## src/rtl/adpll_hop_seq_pkg.sv

```systemverilog
// Shared types and constants for the ADPLL channel-hop sequencer:
// FCW width, ADPLL mode encodings, FSM states and the PRBS9 polynomial.
package adpll_hop_seq_pkg;

  localparam int ADPLL_FCWW = 32;

  typedef enum logic [1:0] {
    MODE_PD   = 2'd0,
    MODE_TEST = 2'd1,
    MODE_RX   = 2'd2,
    MODE_TX   = 2'd3
  } adpll_mode_e;

  typedef enum logic [2:0] {
    ST_IDLE,
    ST_TUNE,
    ST_DWELL,
    ST_GAP,
    ST_DONE
  } hop_state_e;

  localparam logic [8:0] PRBS9_SEED   = 9'h1FF;
  localparam int         PRBS9_TAP_HI = 8;
  localparam int         PRBS9_TAP_LO = 4;

  function automatic logic [8:0] prbs9_next(input logic [8:0] s);
    return {s[7:0], s[PRBS9_TAP_HI] ^ s[PRBS9_TAP_LO]};
  endfunction

endpackage

```

## src/rtl/adpll_hop_seq_prbs9.sv

```systemverilog
// PRBS9 source (x^9 + x^5 + 1); serial output is the MSB, advanced one
// step per adv pulse. Only reset reseeds it, so the stream spans channels.
module adpll_hop_seq_prbs9
  import adpll_hop_seq_pkg::*;
(
  input  logic clk,
  input  logic rst,
  input  logic adv,
  output logic bit_o
);

  logic [8:0] lfsr_q, lfsr_d;

  always_comb begin
    lfsr_d = lfsr_q;
    if (adv) lfsr_d = prbs9_next(lfsr_q);
  end

  always_ff @(posedge clk) begin
    if (rst) lfsr_q <= PRBS9_SEED;
    else     lfsr_q <= lfsr_d;
  end

  assign bit_o = lfsr_q[PRBS9_TAP_HI];

endmodule

```

## src/rtl/adpll_hop_seq.sv

```systemverilog
// Channel-hop / modulation sequencer: tunes each table entry, waits for lock
// with a timeout, dwells a number of symbols (PRBS9 in TX), then gaps.
//
// state    | meaning
// IDLE     | waiting for start, ADPLL powered down
// TUNE     | en=1 on current channel, waiting for channel_lock (timeout)
// DWELL    | locked, emitting dwell_sym symbols
// GAP      | en=0 for GAP_CYC cycles to force re-acquisition
// DONE     | one-cycle done pulse, then IDLE
module adpll_hop_seq
  import adpll_hop_seq_pkg::*;
#(
  parameter int FCWW    = ADPLL_FCWW,
  parameter int N_CH    = 4,
  parameter int SYM_DIV = 32,
  parameter int LOCK_TO = 4096,
  parameter int GAP_CYC = 8,
  localparam int NCW    = $clog2(N_CH + 1),
  localparam int CIW    = (N_CH > 1) ? $clog2(N_CH) : 1
) (
  input  logic                 clk,
  input  logic                 rst,
  input  logic                 start,
  input  logic                 stop,
  input  logic                 tx_sel,
  input  logic [NCW-1:0]       n_ch,
  input  logic [15:0]          dwell_sym,
  input  logic [N_CH*FCWW-1:0] fcw_tbl,
  input  logic                 channel_lock,
  output logic [FCWW-1:0]      fcw,
  output logic [1:0]           adpll_mode,
  output logic                 en,
  output logic                 data_mod,
  output logic                 sym_strobe,
  output logic [CIW-1:0]       ch_idx,
  output logic                 busy,
  output logic                 lock_err,
  output logic                 done
);

  localparam int TW = $clog2((LOCK_TO > GAP_CYC) ? LOCK_TO : GAP_CYC);
  localparam int DW = (SYM_DIV > 1) ? $clog2(SYM_DIV) : 1;
  localparam logic [TW-1:0]  TUNE_TC  = TW'(LOCK_TO - 1);
  localparam logic [TW-1:0]  GAP_TC   = TW'(GAP_CYC - 1);
  localparam logic [DW-1:0]  DIV_TC   = DW'(SYM_DIV - 1);
  localparam logic [NCW-1:0] N_CH_MAX = NCW'(N_CH);

  hop_state_e  state_q, state_d;
  adpll_mode_e mode_q, mode_d;
  logic [FCWW-1:0] fcw_q, fcw_d;
  logic            en_q, en_d;
  logic            data_mod_q, data_mod_d;
  logic            strobe_q, strobe_d;
  logic [CIW-1:0]  ch_idx_q, ch_idx_d;
  logic            busy_q, busy_d;
  logic            lock_err_q, lock_err_d;
  logic            done_q, done_d;
  logic            tx_q, tx_d;
  logic [NCW-1:0]  n_ch_q, n_ch_d;
  logic [15:0]     dwell_q, dwell_d;
  logic [TW-1:0]   tmr_q, tmr_d;
  logic [DW-1:0]   div_q, div_d;
  logic [15:0]     sym_left_q, sym_left_d;
  logic            prbs_adv, prbs_bit;
  logic [NCW-1:0]  n_ch_clamp;
  logic            last_ch;

  function automatic logic [FCWW-1:0] tbl_at(input logic [CIW-1:0] i);
    return fcw_tbl[i*FCWW +: FCWW];
  endfunction

  adpll_hop_seq_prbs9 u_prbs9 (
    .clk   (clk),
    .rst   (rst),
    .adv   (prbs_adv),
    .bit_o (prbs_bit)
  );

  assign n_ch_clamp = (n_ch > N_CH_MAX) ? N_CH_MAX : n_ch;
  assign last_ch    = (NCW'(ch_idx_q) + NCW'(1)) >= n_ch_q;

  always_comb begin
    state_d    = state_q;
    mode_d     = mode_q;
    fcw_d      = fcw_q;
    en_d       = en_q;
    data_mod_d = data_mod_q;
    strobe_d   = 1'b0;
    ch_idx_d   = ch_idx_q;
    lock_err_d = lock_err_q;
    done_d     = 1'b0;
    tx_d       = tx_q;
    n_ch_d     = n_ch_q;
    dwell_d    = dwell_q;
    tmr_d      = tmr_q;
    div_d      = div_q;
    sym_left_d = sym_left_q;
    prbs_adv   = 1'b0;

    if (stop) begin
      state_d    = ST_IDLE;
      en_d       = 1'b0;
      mode_d     = MODE_PD;
      data_mod_d = 1'b0;
    end else begin
      unique case (state_q)
        ST_IDLE: if (start) begin
          tx_d       = tx_sel;
          n_ch_d     = n_ch_clamp;
          dwell_d    = dwell_sym;
          lock_err_d = 1'b0;
          if (n_ch_clamp == '0) begin
            state_d = ST_DONE;
            done_d  = 1'b1;
            mode_d  = MODE_PD;
            en_d    = 1'b0;
          end else begin
            state_d  = ST_TUNE;
            ch_idx_d = '0;
            fcw_d    = tbl_at('0);
            mode_d   = tx_sel ? MODE_TX : MODE_RX;
            en_d     = 1'b1;
            tmr_d    = TUNE_TC;
          end
        end
        ST_TUNE: begin
          if (channel_lock) begin
            if (dwell_q == 16'd0) begin
              state_d = ST_GAP;
              en_d    = 1'b0;
              tmr_d   = GAP_TC;
            end else begin
              state_d    = ST_DWELL;
              div_d      = DIV_TC;
              sym_left_d = dwell_q;
            end
          end else if (tmr_q == '0) begin
            lock_err_d = 1'b1;
            state_d    = ST_GAP;
            en_d       = 1'b0;
            tmr_d      = GAP_TC;
          end else begin
            tmr_d = tmr_q - TW'(1);
          end
        end
        // Lock loss wins over a coincident symbol wrap: no strobe for it.
        ST_DWELL: begin
          if (!channel_lock) begin
            lock_err_d = 1'b1;
            state_d    = ST_GAP;
            en_d       = 1'b0;
            tmr_d      = GAP_TC;
          end else if (div_q == '0) begin
            div_d      = DIV_TC;
            strobe_d   = 1'b1;
            data_mod_d = tx_q & prbs_bit;
            prbs_adv   = tx_q;
            if (sym_left_q == 16'd1) begin
              state_d = ST_GAP;
              en_d    = 1'b0;
              tmr_d   = GAP_TC;
            end else begin
              sym_left_d = sym_left_q - 16'd1;
            end
          end else begin
            div_d = div_q - DW'(1);
          end
        end
        ST_GAP: begin
          data_mod_d = 1'b0;
          if (tmr_q == '0) begin
            if (!last_ch) begin
              state_d  = ST_TUNE;
              ch_idx_d = ch_idx_q + CIW'(1);
              fcw_d    = tbl_at(ch_idx_q + CIW'(1));
              en_d     = 1'b1;
              tmr_d    = TUNE_TC;
            end else begin
              state_d = ST_DONE;
              done_d  = 1'b1;
              mode_d  = MODE_PD;
              en_d    = 1'b0;
            end
          end else begin
            tmr_d = tmr_q - TW'(1);
          end
        end
        ST_DONE: state_d = ST_IDLE;
        default: state_d = ST_IDLE;
      endcase
    end

    busy_d = (state_d != ST_IDLE);
  end

  always_ff @(posedge clk) begin
    if (rst) begin
      state_q    <= ST_IDLE;
      mode_q     <= MODE_PD;
      fcw_q      <= '0;
      en_q       <= 1'b0;
      data_mod_q <= 1'b0;
      strobe_q   <= 1'b0;
      ch_idx_q   <= '0;
      busy_q     <= 1'b0;
      lock_err_q <= 1'b0;
      done_q     <= 1'b0;
      tx_q       <= 1'b0;
      n_ch_q     <= '0;
      dwell_q    <= '0;
      tmr_q      <= '0;
      div_q      <= '0;
      sym_left_q <= '0;
    end else begin
      state_q    <= state_d;
      mode_q     <= mode_d;
      fcw_q      <= fcw_d;
      en_q       <= en_d;
      data_mod_q <= data_mod_d;
      strobe_q   <= strobe_d;
      ch_idx_q   <= ch_idx_d;
      busy_q     <= busy_d;
      lock_err_q <= lock_err_d;
      done_q     <= done_d;
      tx_q       <= tx_d;
      n_ch_q     <= n_ch_d;
      dwell_q    <= dwell_d;
      tmr_q      <= tmr_d;
      div_q      <= div_d;
      sym_left_q <= sym_left_d;
    end
  end

  assign fcw        = fcw_q;
  assign adpll_mode = mode_q;
  assign en         = en_q;
  assign data_mod   = data_mod_q;
  assign sym_strobe = strobe_q;
  assign ch_idx     = ch_idx_q;
  assign busy       = busy_q;
  assign lock_err   = lock_err_q;
  assign done       = done_q;

endmodule
```

## config.mk

```make
export PLATFORM = sky130hd
export DESIGN_NAME = adpll_hop_seq
export DESIGN_NICKNAME = d
export VERILOG_FILES = /design/src/rtl/adpll_hop_seq_pkg.sv /design/src/rtl/adpll_hop_seq_prbs9.sv /design/src/rtl/adpll_hop_seq.sv
export SDC_FILE = /design/constraint.sdc
export NUM_CORES = 1
export LEC_CHECK = 0
export CAP_MARGIN = 10
export CORE_ASPECT_RATIO = 0.8
export CORE_MARGIN = 2
export CORE_UTILIZATION = 44
export CTS_CLUSTER_SIZE = 25
export DETAILED_ROUTE_END_ITERATION = 6
export PLACE_DENSITY = 0.87
export SYNTH_ARGS = -nofsm -noshare
export SYNTH_HDL_FRONTEND = slang
export SYNTH_HIERARCHICAL = 1
export SYNTH_SLANG_ARGS = --single-unit
```

## constraint.sdc

```tcl
create_clock -name clk -period 3 [get_ports clk]
set_clock_uncertainty 0.2 [all_clocks]
set_input_delay 0.3 -clock clk [delete_from_list [all_inputs] [get_ports clk]]
set_output_delay 0.3 -clock clk [all_outputs]
set_load 0.1 [all_outputs]
```

Word level (Yosys, flattened, before mapping)
Index checks and enable logic that the tools add are counted.
- multiplexer cells: 80
- magnitude comparators: 2
- add/subtract/negate cells: 5
- equality and inequality tests: 22
- shift-type cells: 1
- bitwise gates (word level): 5
- reductions and logical operators: 22
- operator list (operator ; number):
    $mux W32 ; 4
    $shiftx A128 B8 Y32 ; 1
    $mux W12 ; 10
    $mux W16 ; 5
    $pmux W32 S2 ; 1
    $pmux W12 S4 ; 1
    $mux W3 ; 11
    $pmux W16 S2 ; 1
    $mux W1 ; 27
    $ne A2 B2 Y1 const B ; 13
    $mux W5 ; 4
    $eq A16 B1 Y1 const B ; 1
    $logic_not A16 Y1 ; 1
    $mux W2 ; 8
    $sub A16 B1 Y16 const B ; 1
    $ne A3 B3 Y1 const B ; 5
    $reduce_and A7 Y1 ; 2
    $logic_not A12 Y1 ; 1
    $pmux W3 S4 ; 1
    $reduce_and A6 Y1 ; 2
    $sub A12 B1 Y12 const B ; 1
    $pmux W5 S2 ; 1
    $pmux W2 S2 ; 2
    $reduce_and A8 Y1 ; 1
    23 further kinds ; 32
- bits in registers: 107
- output and inout port bits: 42
- word-level logic and storage cells: 154

Depth between registers and ports, before layout
Gate-level depths: netlist (run 1).
- word-level depth: 8
- mapped depth: 10

By module
The synthesis (run 1) kept the hierarchy.
- modules (own cells, without submodules) (module ; seq. area each (um2) ; area an instance (um2) ; cells each ; instances):
    adpll_hop_seq ; 1961.9 ; 5524.0 ; 703 ; 1
    adpll_hop_seq_prbs9 ; 180.2 ; 330.3 ; 30 ; 1

Least setup slack after synthesis (run 1)
Ideal clock, no wire load.
- kind: register to register
- start point: register ch_idx_q[0] (netlist: ch_idx[0])
- end point: register fcw_q[0] (netlist: fcw[0])
- path buffers: 1
- cell stages (with the launch flop): 10
- slack: 0.023 ns
- library setup time: 0.071 ns
- data required time: 2.729 ns
- arrival time: 2.706 ns
- path through: dfxtp_1 ha_1 ha_1 nand2_1 o211ai_1 a21oi_1 o21ai_1 clkbuf_1 nand2_1 a21oi_1
- word-level cells in the longest chain between the ends: 5
- elaborated cells between the ends (all ways): 9
- ends and longest elaborated chain (what ; RTL line ; RTL):
    start, declared ; adpll_hop_seq.sv:54 ; logic [CIW-1:0] ch_idx_q, ch_idx_d;
    start signal, assigned ; adpll_hop_seq.sv:221 ; ch_idx_q <= ch_idx_d;
    $add A2 B1 Y2 ; adpll_hop_seq.sv:175 ; fcw_d = tbl_at(ch_idx_q + CIW'(1));
    $shiftx A128 B8 Y32 ; adpll_hop_seq.sv:69 ; return fcw_tbl[i*FCWW +: FCWW];
    $mux W32 ; adpll_hop_seq.sv:172 ; if (!last_ch) begin
    $mux W32 ; adpll_hop_seq.sv:171 ; if (tmr_q == '0) begin
    $pmux W32 S2 ; adpll_hop_seq.sv:106 ; unique case (state_q)
    end signal, assigned ; adpll_hop_seq.sv:217 ; fcw_q <= fcw_d;
    end, declared ; adpll_hop_seq.sv:50 ; logic [FCWW-1:0] fcw_q, fcw_d;
Several ways; a longest one is shown, not always the timed one. The select of a mux whose other input is x is not followed.
A chain may end at the register's enable or synchronous reset.

Final worst setup path (run 1)
- start point: register tmr_q[0]
- end point: register tmr_q[3]
- word-level cells in the longest chain between the ends: 4
- elaborated cells between the ends (all ways): 8
- ends and longest elaborated chain (what ; RTL line ; RTL):
    start, declared ; adpll_hop_seq.sv:61 ; logic [TW-1:0] tmr_q, tmr_d;
    start signal, assigned ; adpll_hop_seq.sv:228 ; tmr_q <= tmr_d;
    $sub A12 B1 Y12 / $logic_not A12 Y1 (equally long branches) ; -- ;
    $mux W12 ; adpll_hop_seq.sv:137 ; end else if (tmr_q == '0) begin
    $mux W12 ; adpll_hop_seq.sv:127 ; if (channel_lock) begin
    $pmux W12 S4 ; adpll_hop_seq.sv:106 ;
Several ways; a longest one is shown, not always the timed one.

==> metrics.md, run 1 <==
| Metric | Value |
|---|---|
| Overall global routing resource usage | `0.257` |
| Layout Utilization | `0.633` |
| Post-synthesis register bit count | `107` |
| Yosys warns | `6` |
| Routed wire length per instance | `17.0 um` |
| Arrival @ worst endpoint | `2.76 ns` |
| Critical path endpoint category | `flip-flop` |
| Total iterations of the first detailed-routing run | `5` |
| Setup-failing EPs final | `0` |
| Hold Vio Cnt, Final | `0` |
| Clock Tree Root | `clkbuf_16` |
| Crit share post-route | `0.914` |
| Standard-cell rows | `37` |
| GPL Wtd Cong | `0.925` |
| Vias | `6173` |
| Final wirelength | `18400 um` |
| Worst-Margin Slew | `0.753 ns` |
| Crit path max fanout | `10` |
| RSZ-0062 raised after global routing | `false` |
| Final cell count without fillers | `1083` |
| Slew Limit Fails | `0` |
| Commonest non-fill, non-tap cells in the layout | `clkdlybuf4s50_1, nand2_1, dfxtp_1` |
| Worst reg-to-reg path cell count | `8` |
| Clock Latency Late Sink | `0.35 ns` |
| Core area | `0.0129 mm2` |
| Comb pwr share | `0.225` |
| CTS Hold Bufs | `0` |
| Post-Route Setup TNS | `0 ns` |
| CTS resizes | `0` |
| Chip width | `133 um` |
| Sequential area share after synthesis | `0.366` |
| Post-synth EDFFs | `0` |
| Seq pwr share | `0.419` |
| Synthesized Nets | `896` |
| Max-cap violation count | `0` |
| Vias in the first global route | `5905` |
| Largest net degree at the start of global routing | `50` |
| Most common cell after layout, fill and taps aside | `clkdlybuf4s50_1` |
| Min-delay worst type | `flip-flop to flip-flop` |
| Post-CTS Setup Bufs | `0` |
| Via density | `5.70` |
| Switching share of total power | `0.293` |
| Clock power share | `0.356` |
| Clk buf depth | `2` |
| Syn Inst Count | `733` |
| CP Launch Type | `flip-flop` |
| Initial core utilization | `0.453` |
| Ys flop type | `dfxtp_1` |
| Die height | `107 um` |
| Max Clk Rate | `365 MHz` |
| PortBufs | `194` |
| Die footprint | `0.0142 mm2` |
| Final Power | `0.00365 W` |
| Tmin final | `2.74 ns` |
| Hold-critical path depth | `2` |
| Synth-to-Final Area Change | `39.6%` |
| Int Pwr | `0.00258 W` |
| CP Data Required Time | `3.02 ns` |
| Worst slew margin | `0.498` |
| CTS Sinks | `107` |
| Share of post-route cells with drive strength above 1 | `0.142` |
| HPWL Detailed | `13500 um` |
| CTS buffer count | `9` |
| Met2 usage | `0.409` |
| Reg clk slew, reported paths | `0.08 ns` |
| Post-synthesis average cell area | `7.99 um2` |
| DR iter-0 viols | `597` |
| Placed Instances | `1066` |
| NetSw | `0.00107 W` |
| Cell Area, Synth | `0.00585 mm2` |
| Global route overflow | `0` |
| Initial antenna violation count | `1` |
| Antenna Violating Nets Remaining | `0` |
| Worst IR Drop VDD | `0.327 mV` |
| M3 GR Usage | `0.0752` |
| Io pins | `195` |
| Total Nets Final | `1065` |
| H-tree levels | `3` |
| Gr busiest metal | `met2` |
| Cell Pwr Density | `447 mW/mm2` |
| M1 GR Usage | `0.331` |
| Outcome | `finished, final reports clean` |
| Global-route wire length before repair | `29600 um` |
| Post-synth ARST share | `0` |
| Kind of critical path | `flip-flop to flip-flop` |
| P_leak | `2.90 nW` |
| Library cells used by synthesis | `61` |
| CTS tree | `done` |
| Drc violations | `0` |
[per-layer routing]
| layer | wire length (um) | up-vias |
|---|---|---|
| met4 | 566 | 0 |
| met5 | 0 | - |
| met3 | 1590 | 36 |
| met2 | 8610 | 295 |
| met1 | 7670 | 2822 |
| li1 | - | 3020 |
[path summary, 6_finish.rpt]
path                            startpoint  slack (ns)       end
worst max-delay path              tmr_q[0]        0.26  tmr_q[3]
worst min-delay path                fcw[0]        0.25    fcw[0]
worst max register to register    tmr_q[0]        0.26  tmr_q[3]
worst min register to register      fcw[0]        0.25    fcw[0]
[power groups by stage]
stage	combinational [W]	sequential, W	clock, W
3_5_place_dp	0.000813	0.00156	0
2_1_floorplan	0.000313	0.00173	0
6_report	0.000820	0.00153	0.00130
3_3_place_gp	0.000804	0.00156	0
4_1_cts	0.000817	0.00153	0.00132
5_1_grt	0.000881	0.00154	0.00136
[kinds of logic after synthesis]
family / after synthesis / synth area share
adders and majority gates: 10 / 0.0214
xor gates and xnor gates: 2 / 0.00299
buffers and inverters: 78 / 0.0568
DFF: 107 / 0.366
AOI/OAI and AO/OA: 234 / 0.257
muxes: 50 / 0.0921
and+or+nand+nor: 252 / 0.203
[per-stage QoR]
stage / area (um2) / worst slack, ns / hold WS (ns)
after floorplan: 5850 / 0.0229 / 0.222
after global placement: 7840 / 0.358 / 0.238
after detailed placement: 7840 / 0.281 / 0.246
after CTS: 8170 / 0.276 / 0.255
after global routing: 8170 / 0.0874 / 0.272
final: 8170 / 0.259 / 0.254
[cell usage after synthesis, drive strengths merged (6+ instances only)]
cell type / count / area share
o21ai: 23 / 0.022
a21oi: 81 / 0.069
ha: 10 / 0.021
nand3: 6 / 0.0051
o211ai: 41 / 0.053
clkbuf: 37 / 0.024
o31ai: 8 / 0.011
nand2: 131 / 0.084
or3: 9 / 0.0096
or2: 6 / 0.0064
dfxtp: 107 / 0.37
nor2: 38 / 0.024
o22ai: 36 / 0.038
inv: 21 / 0.013
nor4: 10 / 0.012
mux2: 31 / 0.060
nor3: 15 / 0.015
a22oi: 6 / 0.0077
o32ai: 7 / 0.010
buf: 20 / 0.020
mux2i: 19 / 0.032
[registers in the layout (all words and copies together) (netlist names)]
signal / flops
adpll_mode: 2
div_q: 5
dwell_q: 16
busy: 1
state_q: 3
data_mod: 1
done: 1
ch_idx: 2
u_prbs9/lfsr_q: 9
en: 1
fcw: 32
n_ch_q: 3
tmr_q: 12
sym_strobe: 1
lock_err: 1
sym_left_q: 16
tx_q: 1
[critical path: stages, from the launching register on]
cell	delay, ns
dfxtp_1	0.32
inv_1	0.12
ha_1	0.15
or4b_1	0.50
or4_1	0.61
o21ai_4	0.32
nor2_1	0.13
o311ai_0	0.14
o21ai_1	0.11
[cell type report]
| type | count | area [um2] |
|---|---|---|
| fillers | 1091 | 4750 |
| flip-flops and latches | 107 | 2140 |
| clock buffers | 10 | 229 |
| inverters | 21 | 78.8 |
| well taps | 175 | 219 |
| diodes | 1 | 2.50 |
| multi-input cells | 548 | 3390 |
| repair buffers | 215 | 2010 |
| clock inverters | 6 | 97.6 |
No activity file was read; power rests on OpenSTA's default activity.
==> run 2: changes to the inputs <==
--- a/config.mk
+++ b/config.mk
@@ -14,5 +14,4 @@
 export PLACE_DENSITY = 0.87
 export SYNTH_ARGS = -nofsm -noshare
 export SYNTH_HDL_FRONTEND = slang
-export SYNTH_HIERARCHICAL = 1
 export SYNTH_SLANG_ARGS = --single-unit
==> run 2 against run 1 <==
Compared with the run above: fmax is 5.6% higher; utilization is 0.45 points lower; flip-flop and latch count stayed put; non-clock buffer count is 5 lower; synthesized cell count is 3.5% higher; setup slack better by 0.15 ns; die area is 0.31% lower; first-iteration DRC count is 27% lower; cell count is 2.0% higher; synthesized area is 0.32% lower; power is 0.67% lower; routed wire length is 0.68% lower; critical path type unchanged; critical endpoint is now fcw[7].
==> metrics.md, run 2 <==
| Metric | Value |
|---|---|
| Count leader, synth | `nand2_1` |
| Clock Tree Root | `clkbuf_16` |
| Synth area leader | `dfxtp_1` |
| Chip width | `133 um` |
| Post-synth ARST share | `0` |
| Global-route wire length before repair | `29600 um` |
| NetSw | `0.00101 W` |
| Die footprint | `0.0142 mm2` |
| Final cell count without fillers | `1105` |
| Kind of critical path | `flip-flop to flip-flop` |
| R2r setup slk | `0.41 ns` |
| Slew Limit Fails | `0` |
| RSZ-0062 raised after global routing | `false` |
| Critical path endpoint category | `flip-flop` |
| Vias | `6238` |
| Post-Route Setup TNS | `0 ns` |
| Multi-input logic area | `0.00340 mm2` |
| Hold Vio Cnt, Final | `0` |
| Core area | `0.0129 mm2` |
| Overall global routing resource usage | `0.256` |
| Reg clk slew, reported paths | `0.07 ns` |
| Library cells used by synthesis | `64` |
| Clk buf depth | `2` |
| CTS resizes | `0` |
| Worst IR Drop VDD | `0.271 mV` |
| H-tree levels | `3` |
| Initial core utilization | `0.452` |
| Cell Area, Synth | `0.00584 mm2` |
| Critical path origin | `tmr_q[0]` |
| Post-synth EDFFs | `0` |
| Sequential area share after synthesis | `0.367` |
| Final wirelength | `18300 um` |
| Max-cap violation count | `0` |
| Tmin final | `2.59 ns` |
| CP Capture Point | `fcw[7]` |
| DR iter-0 viols | `435` |
| Synth-to-Final Area Change | `39.0%` |
| Antenna Violating Nets Remaining | `0` |
| Total iterations of the first detailed-routing run | `5` |
| Area share of the largest cell type after synthesis | `0.367` |
| Clock Latency Late Sink | `0.35 ns` |
| Drc violations | `0` |
| P_leak | `2.95 nW` |
| Crit share post-route | `0.865` |
| Routed wire length per instance | `16.6 um` |
| Share of post-route cells with drive strength above 1 | `0.133` |
| Total Nets Final | `1088` |
| Switching share of total power | `0.278` |
| Int Pwr | `0.00262 W` |
| Synthesized Nets | `922` |
| Worst-Margin Slew | `0.716 ns` |
| Commonest non-fill, non-tap cells in the layout | `nand2_1, clkdlybuf4s50_1, dfxtp_1` |
| Arrival @ worst endpoint | `2.67 ns` |
| Crit path max fanout | `32` |
| Register area | `0.00214 mm2` |
| CTS Sinks | `107` |
| Outcome | `finished, final reports clean` |
| Comb pwr share | `0.213` |
| Syn Inst Count | `759` |
| R2r endpoint | `fcw[7]` |
| Filler Cell Count | `1111` |
| Largest net degree at the start of global routing | `64` |
| Max Clk Rate | `385 MHz` |
| Ys flop type | `dfxtp_1` |
| Cell Pwr Density | `447 mW/mm2` |
| Initial antenna violation count | `0` |
| Max reg flops | `32` |
| GPL Wtd Cong | `0.896` |
| Ant. Diodes | `0` |
| Worst reg-to-reg path cell count | `9` |
| Worst R2R Start | `tmr_q[0]` |
| Global route overflow | `0` |
| Die height | `107 um` |
| Placed Instances | `1089` |
| CTS tree | `done` |
| Standard-cell rows | `37` |
| HPWL Detailed | `13100 um` |
| Worst slew margin | `0.523` |
| CTS Hold Bufs | `0` |
| Seq pwr share | `0.422` |
| Setup-failing EPs final | `0` |
| Post-CTS Setup Bufs | `0` |
| Hold-critical path depth | `3` |
| Area contributors post-synth | `dfxtp_1, nand2_1, a21oi_1` |
| CP Launch Type | `flip-flop` |
| Clock power share | `0.365` |
| Post-synthesis average cell area | `7.69 um2` |
| PortBufs | `194` |
| Commonest cells post-synth | `nand2_1, dfxtp_1, a21oi_1, nor2_1, clkbuf_1` |
| Via density | `5.65` |
| CP Data Required Time | `3.08 ns` |
| Post-synthesis register bit count | `107` |
| Most common cell after layout, fill and taps aside | `nand2_1` |
| Min-delay worst type | `primary input to flip-flop` |
| Vias in the first global route | `5977` |
| CTS buffer count | `9` |
| Yosys warns | `0` |
| Io pins | `195` |
## run 2: how the worst min path moves through the flow
| stage | to | start |
|---|---|---|
| finish | en | rst |
| global route | en | rst |
| CTS | en | rst |
| detailed placement | fcw[26] | fcw[26] |
| global placement | fcw[29] | fcw[29] |
| floorplan | n_ch_q[1] | n_ch_q[1] |
## run 2: stage by stage
| stage | hold WS, ns | utilization | total power (W) | cell area, um2 | worst slack [ns] |
|---|---|---|---|---|---|
| after floorplan | 0.232 | - | 0.00200 | 5840 | 0.303 |
| after global placement | 0.239 | 0.602 | 0.00231 | 7770 | 0.441 |
| after global routing | 0.182 | 0.628 | 0.00377 | 8110 | 0.150 |
| after CTS | 0.164 | 0.628 | 0.00364 | 8110 | 0.410 |
| after detailed placement | 0.245 | 0.602 | 0.00232 | 7770 | 0.372 |
| final | 0.172 | 0.628 | 0.00363 | 8110 | 0.405 |
## run 2: power groups by stage
stage	clock network, W	registers, W	logic (W)
after floorplan	0	0.00172	0.000284
after global placement	0	0.00156	0.000756
after detailed placement	0	0.00156	0.000766
after CTS	0.00134	0.00153	0.000770
after global routing	0.00141	0.00154	0.000827
final	0.00132	0.00153	0.000774
## run 2: critical path: stages (launching register included)
cell	delay, ns
dfxtp_1	0.34
inv_1	0.11
ha_1	0.15
nor4b_1	0.45
nand3_1	0.27
nand2_1	0.15
and3_1	0.16
buf_4	0.34
o211ai_1	0.17
a21oi_1	0.18
## run 2: kinds of logic after synthesis
group,share of synthesized area
simple gates,0.255
fa+ha+maj,0.0214
mux,0.0669
buf+inv,0.0510
flops,0.367
xor+xnor,0.00600
compound gates,0.233
## run 2: cell type report
class	count	share of cell area
Clock buffer	13	0.0333
Clock inverter	3	0.00848
Multi-Input combinational cell	582	0.419
Timing Repair Buffer	210	0.241
Sequential cell	107	0.264
Inverter	15	0.00694
Tap cell	175	0.0270
## run 2: metal layers
metal,track usage,vias up,part of all wire
met5,0,-,0
met4,0.0883,0,0.023
met3,0.0766,32,0.082
met2,0.431,251,0.48
met1,0.312,2912,0.42
li1,-,3043,-
==> run 3: changes to the inputs <==
--- a/config.mk
+++ b/config.mk
@@ -7,7 +7,6 @@
 export LEC_CHECK = 0
 export CAP_MARGIN = 10
 export CORE_ASPECT_RATIO = 0.8
-export CORE_MARGIN = 2
 export CORE_UTILIZATION = 44
 export CTS_CLUSTER_SIZE = 25
 export DETAILED_ROUTE_END_ITERATION = 6
==> run 3 against run 2 <==
Compared with the run above: utilization increased by 0.62 points; routed wire length fell by 1.4%; sequential share of layout area shrank 0.26 points; combinational power barely moved; setup slack got worse by 0.051 ns; worst hold slack better by 0.024 ns; global-route usage is 1.2 points higher; die area decreased by 3.3%; fmax down 1.9%; flip-flop and latch count is the same; power up 4.7%.
==> metrics.md, run 3 (synthesis gave the netlist of run 2 again) <==
| Metric | Value |
|---|---|
| Outcome | `finished, final reports clean` |
| Cell Pwr Density | `463 mW/mm2` |
| Min-delay worst type | `primary input to flip-flop` |
| Chip width | `131 um` |
| Worst-Margin Slew | `0.669 ns` |
| Hold Path Sink | `adpll_mode[0]` |
| Worst setup margin | `0.354 ns` |
| Io pins | `195` |
| Core area | `0.0129 mm2` |
| Most common cell after layout, fill and taps aside | `nand2_1` |
| CTS Sinks | `107` |
| Hold-critical path depth | `3` |
| Total iterations of the first detailed-routing run | `5` |
| Max Clk Rate | `378 MHz` |
| Final wirelength | `18100 um` |
| DP Worst Slack | `0.345 ns` |
| R2r setup slk | `0.35 ns` |
| Max-cap violation count | `0` |
| Arrival @ worst endpoint | `2.66 ns` |
| Initial antenna violation count | `0` |
| R2r endpoint | `fcw[10]` |
| Global route overflow | `0` |
| Share of post-route cells with drive strength above 1 | `0.137` |
| Hold Vio Cnt, Final | `0` |
| Critical-path cell list | `ha_1, ha_1, nand2_1, o21ai_0, o22ai_1, and3_1, buf_4, o211ai_1, a21oi_1` |
| Largest net degree at the start of global routing | `102` |
| Worst Hold Launch | `rst` |
| Filler Cell Count | `1061` |
| Vias | `6264` |
| WP buf/inv | `1` |
| Global-route wire length before repair | `29100 um` |
| Crit share post-route | `0.882` |
| Overall global routing resource usage | `0.267` |
| Ant. Diodes | `0` |
| DR iter-0 viols | `556` |
| CP Data Required Time | `3.02 ns` |
| Antenna Violating Nets Remaining | `0` |
| Final Power | `0.00380 W` |
| RSZ-0062 raised after global routing | `false` |
| Worst slew margin | `0.554` |
| Final cell count without fillers | `1108` |
| Synth-to-Final Area Change | `40.4%` |
| Post-CTS Setup Bufs | `0` |
| Worst path slowest cell | `o21ai_0` |
| Total Nets Final | `1091` |
| Worst path top cell family by delay | `compound AO/OA/AOI/OAI gates` |
| Clock Latency Late Sink | `0.34 ns` |
| Setup-failing EPs final | `0` |
| CTS tree | `done` |
| Crit path max fanout | `32` |
| Standard-cell rows | `37` |
| P_leak | `2.99 nW` |
| Drc violations | `0` |
| Worst R2R Start | `ch_idx[0]` |
| Slew Limit Fails | `0` |
| Kind of critical path | `flip-flop to flip-flop` |
| HPWL Detailed | `12900 um` |
| CP dominant cell by count | `ha_1` |
| Die height | `105 um` |
| Worst reg-to-reg path cell count | `9` |
| Max reg flops | `32` |
| Vias in the first global route | `5799` |
| Multi-input logic area | `0.00340 mm2` |
| Die footprint | `0.0137 mm2` |
| Clock Tree Root | `clkbuf_16` |
| Clk buf depth | `2` |
| Post-Route Setup TNS | `0 ns` |
| Tmin final | `2.65 ns` |
| Placed Instances | `1092` |
| Worst IR Drop VDD | `0.361 mV` |
| CTS resizes | `0` |
| Register area | `0.00214 mm2` |
| Routed wire length per instance | `16.3 um` |
| CP max stage delay | `0.41 ns` |
| H-tree levels | `3` |
| PortBufs | `194` |
| Layout Utilization | `0.634` |
| CTS buffer count | `9` |
| CTS Hold Bufs | `0` |
| CP Launch Type | `flip-flop` |
| Commonest non-fill, non-tap cells in the layout | `nand2_1, clkdlybuf4s50_1, dfxtp_1` |
| Initial core utilization | `0.452` |
| Via density | `5.65` |
| GPL Wtd Cong | `0.925` |
| Reg clk slew, reported paths | `0.07 ns` |
| Critical path endpoint category | `flip-flop` |
## run 3: worst max-delay path by stage
stage | from | endpoint | slack [ns] | cells after the start
global route | ch_idx[0] | ch_idx[0] | 0.11 | 9
global placement | channel_lock | sym_left_q[15] | 0.43 | 7
floorplan | ch_idx[0] | fcw[26] | 0.30 | 9
finish | ch_idx[0] | fcw[10] | 0.35 | 9
detailed placement | channel_lock | sym_left_q[11] | 0.34 | 7
CTS | ch_idx[0] | fcw[10] | 0.41 | 9
## run 3: area by class of cell
cell class / instances / area share
Timing Repair Buffer: 213 / 0.243
Multi-Input combinational cell: 582 / 0.415
Tap cell: 175 / 0.0267
Clock inverter: 5 / 0.0160
Sequential cell: 107 / 0.262
Clock buffer: 11 / 0.0308
Inverter: 15 / 0.00687
## run 3: tightest hold or removal path: stages
cell    delay (ns)
buf_2         0.12
or2_2         0.21
nor2_1        0.06
## run 3: per-layer routing
metal / up-vias / global-route usage / routed length [um]
met3: 31 / 0.0701 / 1250
met1: 2950 / 0.338 / 7750
met4: 0 / 0.0846 / 399
li1: 3058 / - / -
met2: 225 / 0.440 / 8670
met5: - / 0 / 0
## run 3: per-stage QoR
step,hold slack [ns],cell area [um2]
floorplan,0.232,5840
global placement,0.239,7810
detailed placement,0.245,7810
CTS,0.183,8190
global route,0.218,8190
finish,0.196,8190
## run 3: power breakdown
group          leakage (nW)  switching (W)  internal [W]
combinational          1.93       0.000436      0.000341
sequential            0.872      0.0000507       0.00148
clock                 0.188       0.000540      0.000952
